==> config.mk <==
export PLATFORM = sky130hd
export DESIGN_NAME = to8bit
export DESIGN_NICKNAME = d
export VERILOG_FILES = /design/src/rtl/to8bit.sv
export SDC_FILE = /design/constraint.sdc
export NUM_CORES = 1
export LEC_CHECK = 0
export ABC_AREA = 1
export BUFFER_PORTS_ARGS = -buffer_cell sky130_fd_sc_hd__buf_2
export CORE_ASPECT_RATIO = 1.25
export CORE_MARGIN = 5
export CORE_UTILIZATION = 44
export DETAILED_ROUTE_END_ITERATION = 6
export PLACE_DENSITY = 0.74
export SYNTH_ARGS = -nofsm -noshare
export SYNTH_HDL_FRONTEND = slang
export SYNTH_SLANG_ARGS = --single-unit
==> constraint.sdc <==
create_clock -name clk -period 2.2 [get_ports clk]
set_input_delay 0.44 -clock clk [delete_from_list [all_inputs] [get_ports clk]]
set_output_delay 0.44 -clock clk [all_outputs]
set_load 0.05 [all_outputs]
==> src/rtl/to8bit.sv <==
// to8bit: serializes an 8, 16 or 32-bit word into a stream of bytes.
// Handshake: a word is taken on a rising edge where inValid & inReady;
// inReady depends only on enb and the current state, never on inValid.
// dataOut/outValid are registered; outValid high means dataOut carries
// byte number 'contador' of the word latched with width code dataSInternal.
module to8bit #(
   parameter bit MSB_FIRST = 1'b1
) (
   input  logic        clk,
   input  logic        rst,
   input  logic        enb,
   input  logic [1:0]  dataS,
   input  logic [7:0]  dataIn,
   input  logic [15:0] dataIn16,
   input  logic [31:0] dataIn32,
   input  logic        inValid,
   output logic        inReady,
   output logic [7:0]  dataOut,
   output logic        outValid,
   output logic [1:0]  contador,
   output logic [1:0]  dataSInternal
);

   typedef enum logic {
      IDLE  = 1'b0,
      SHIFT = 1'b1
   } state_t;

   state_t      state;
   logic [31:0] word;
   logic [31:0] sel_word;
   logic [1:0]  last;
   logic        accept;

   // Index of the final byte for a width code (codes 00 and 11 are both 8 bit).
   function automatic logic [1:0] last_idx(input logic [1:0] code);
      logic [1:0] r;
      case (code)
         2'b01:   r = 2'd1;
         2'b10:   r = 2'd3;
         default: r = 2'd0;
      endcase
      return r;
   endfunction

   // Byte k of word w in emission order; pos counts bytes up from the LSB.
   function automatic logic [7:0] pick(input logic [31:0] w,
                                       input logic [1:0]  code,
                                       input logic [1:0]  k);
      logic [1:0]  pos;
      logic [31:0] sh;
      pos = MSB_FIRST ? (last_idx(code) - k) : k;
      sh  = w >> {pos, 3'b000};
      return sh[7:0];
   endfunction

   // Route the source picked by dataS into a zero-extended 32-bit word.
   always_comb begin
      sel_word = 32'h0;
      case (dataS)
         2'b01:   sel_word = {16'h0, dataIn16};
         2'b10:   sel_word = dataIn32;
         default: sel_word = {24'h0, dataIn};
      endcase
   end

   // Ready when idle or when the last byte of the held word is on the output;
   // held low during reset and whenever the block is stalled.
   always_comb begin
      last    = last_idx(dataSInternal);
      inReady = ~rst & enb & ((state == IDLE) | ((state == SHIFT) & (contador == last)));
      accept  = inValid & inReady;
   end

   // Two-state serializer: load on accept, step one byte per enabled cycle.
   always_ff @(posedge clk or posedge rst) begin
      if (rst) begin
         state         <= IDLE;
         word          <= 32'h0;
         dataOut       <= 8'h00;
         outValid      <= 1'b0;
         contador      <= 2'd0;
         dataSInternal <= 2'b00;
      end else if (enb) begin
         if (accept) begin
            state         <= SHIFT;
            word          <= sel_word;
            dataSInternal <= dataS;
            dataOut       <= pick(sel_word, dataS, 2'd0);
            contador      <= 2'd0;
            outValid      <= 1'b1;
         end else if (state == SHIFT) begin
            if (contador != last) begin
               contador <= contador + 2'd1;
               dataOut  <= pick(word, dataSInternal, contador + 2'd1);
            end else begin
               // Word finished with nothing queued behind it; dataOut keeps its last byte.
               state    <= IDLE;
               outValid <= 1'b0;
               contador <= 2'd0;
            end
         end
      end
   end

endmodule

==> impl_metrics.py <==
metrics = {
    "power_and_ir_drop": {
        "leakage_nw": 1.844,
        "power.density_nw_per_um2": 1291,
        "ir_drop_mv": 0.6399,
    },
    "place": {
        "placed_area_um2": 3298,
        "io_buffers": 75,
        "place_hpwl_um": 5456,
        "place_congestion": 0.8263,
    },
    "clock_network": {
        "clk_latency_ns": 0.29,
        "clk_pin_slew_ns": 0.09,
        "cts_buffers": 5,
        "cts_root_buffer": "clkbuf_8",
        "cts_max_path_buffers": 2,
        "numClockSinks": 46,
        "cts_tree": "done",
        "cts_hold_buf": 0,
        "h-tree-depth": 2,
    },
    "synthesis": {
        "yosysWarnings": 0,
        "synthCells": 403,
        "syn_area_per_cell_um2": 7.079,
        "synth_cell_type_count": 25,
        "synthMostInstantiatedCell": "nand2_1",
        "synth.top_cells.by_count": "189 x nand2_1, 46 x dfrtp_1, 45 x nand3_1",
        "ys_seq_area_share_pct": 40.35,
        "synth_top_flop_cell": "dfrtp_1",
        "synthTopCellsByArea": "dfrtp_1 40%, nand2_1 25%, nand3_1 7.9%",
        "synthArstFlopShare_pct": 100.0,
        "syn_area_um2": 2853,
        "synth-seq-cells": 46,
        "synth-edff-count": 0,
        "syn-num-nets": 469,
        "synth_top_area_cell": "dfrtp_1",
        "synth_top_area_share_pct": 40.35,
    },
    "floorplan": {
        "die_area_um2": 8204,
        "num_rows": 32,
        "initial_core_util_pct": 45.67,
        "pin_count": 76,
        "coreArea_um2": 6246,
        "die_h_um": 100.0,
        "die_x_um": 82.02,
    },
    "finish": {
        "fill_cells": 636,
        "postLayoutCellArea_um2": 3493,
        "nNetsFinal": 539,
        "seq_area_um2": 1155,
        "multi_input_area_um2": 1513,
        "drive_gt1_share_pct": 25.32,
        "syn2layout_area_growth_pct": 22.46,
        "antenna_cells": 0,
    },
    "critical_path": {
        "path_class": "register to primary output",
        "end_kind": "primary output",
        "crit_required_ns": 1.76,
        "start_kind": "register",
        "critPathMaxFanout": 2,
        "arrival_ns": 1.75,
    },
    "sta": {
        "clock_skew_ns": 0.003910,
        "drv_slew": 0,
        "fin_crit_ns": 2.187,
        "min_period_over_period_pct": 99.40,
        "final_hold_viol_count": 0,
        "tns_ns": 0,
        "slew_headroom_pct": 60.47,
        "rsz0062_at_grt": "true",
        "worstMarginPinSlew_ns": 0.5930,
        "setup_viol": 0,
        "fmax_mhz": 457.3,
    },
    "global_routing": {
        "grt_max_degree": 57,
        "grt_pass1_wl_um": 12690,
        "antenna_found_initial": 0,
        "gr-total-overflow": 0,
        "grt_pass1_vias": 2817,
        "grt.total_usage_pct": 19.70,
    },
    "min_path": {
        "hold_path_class": "primary input to asynchronous set/reset pin",
    },
    "outcome": {
        "status": "completed",
    },
    "detailed_routing": {
        "routed_wl_um": 7294,
        "viasPerCell": 5.041,
        "detail-route-antenna-nets": 0,
        "firstDrtPassIters": 4,
        "wl_per_cell_um": 13.05,
        "drt-initial-drc-count": 119,
        "num_vias": 2818,
        "drc": 0,
    },
    "flow_run": {
        "cap_violations": 0,
    },
}
[sequential cells by signal, summed over array words and instances, names as in the netlist]
register / cells
outValid: 1
dataSInternal: 2
contador: 2
dataOut: 8
state: 1
word: 32
[worst paths after layout]
check,startpoint,slack [ns],end,cells after the start
setup / recovery,dataSInternal[1]$_DFFE_PP0P_,0.01,inReady,8
hold / removal,rst,0.31,state$_DFFE_PP0P_,3
setup reg to reg,dataSInternal[1]$_DFFE_PP0P_,0.15,dataOut[2]$_DFFE_PP0P_,11
hold reg to reg,word[8]$_DFFE_PP0P_,0.49,word[8]$_DFFE_PP0P_,2
max in group asynchronous,rst,1.46,dataSInternal[0]$_DFFE_PP0P_,3
min in group clk,dataIn32[18],0.39,word[18]$_DFFE_PP0P_,3
[critical path, stage by stage (launching register included)]
cell,delay (ns)
dfrtp_2,0.43
ha_4,0.25
ha_4,0.28
inv_6,0.03
nand3_4,0.08
nand2_4,0.06
nand2_4,0.07
clkinvlp_4,0.09
buf_8,0.15
[what timing repair did]
item,4_1_cts,5_1_grt
endpoints found under the setup margin,1,1
resized for setup,4,1
buffers inserted,3,1
pin swaps,2,3
[stage by stage]
stage,worst slack (ns),hold slack [ns],power [W],utilization [%],std cells
after detailed placement,0.1984,0.4681,0.003655,52.80,547
after global routing,-0.05374,0.3615,0.004906,55.93,559
after global placement,0.2181,0.4537,0.003594,52.80,547
after CTS,0.004431,0.3203,0.004503,55.69,558
after floorplan,0.04189,0.4553,0.003103,-,403
final,0.01325,0.3065,0.004510,55.93,559
[power breakdown]
part | switching (W) | leakage (nW) | internal, W
clock | 0.000286 | 0.0714 | 0.000484
sequential | 0.000172 | 0.604 | 0.00113
combinational | 0.00159 | 1.17 | 0.000848
[layout make-up]
| class | count | area share [%] |
|---|---|---|
| clock buffers | 6 | 2.364 |
| clock inverters | 2 | 1.719 |
| inverters | 18 | 2.185 |
| multi-input cells | 315 | 43.30 |
| flip-flops and latches | 46 | 33.06 |
| well taps | 85 | 3.044 |
| repair buffers | 87 | 14.33 |
[per-layer routing]
layer / routed length (um) / up-vias / global-route usage, %
met3: 368 / 19 / 3.591
met4: 220 / 0 / 8.056
met2: 3784 / 78 / 33.04
met1: 2919 / 1274 / 24.63
li1: - / 1447 / -
met5: 0 / - / 0
[layout by cell type, fill, tap and decap left out, types with 2 or more instances in the layout]
master	count
a21boi_0	7
a21oi_1	7
a22o_1	7
a31oi_1	2
buf_12	2
buf_2	74
buf_4	10
bufinv_16	2
clkbuf_8	6
dfrtp_1	43
dfrtp_2	3
ha_1	2
ha_4	2
inv_1	12
inv_2	3
nand2_1	188
nand2_2	2
nand2_4	3
nand3_1	45
nor2_1	2
o21ai_0	11
o21ai_1	26
o21ai_2	7
[cells by family after synthesis]
group | share of synthesized area [%]
fa+ha+maj | 1.754
flops | 40.35
simple gates | 35.18
buf+inv | 8.202
compound gates | 14.52
Note: power is estimated with default switching activity, not from simulation.
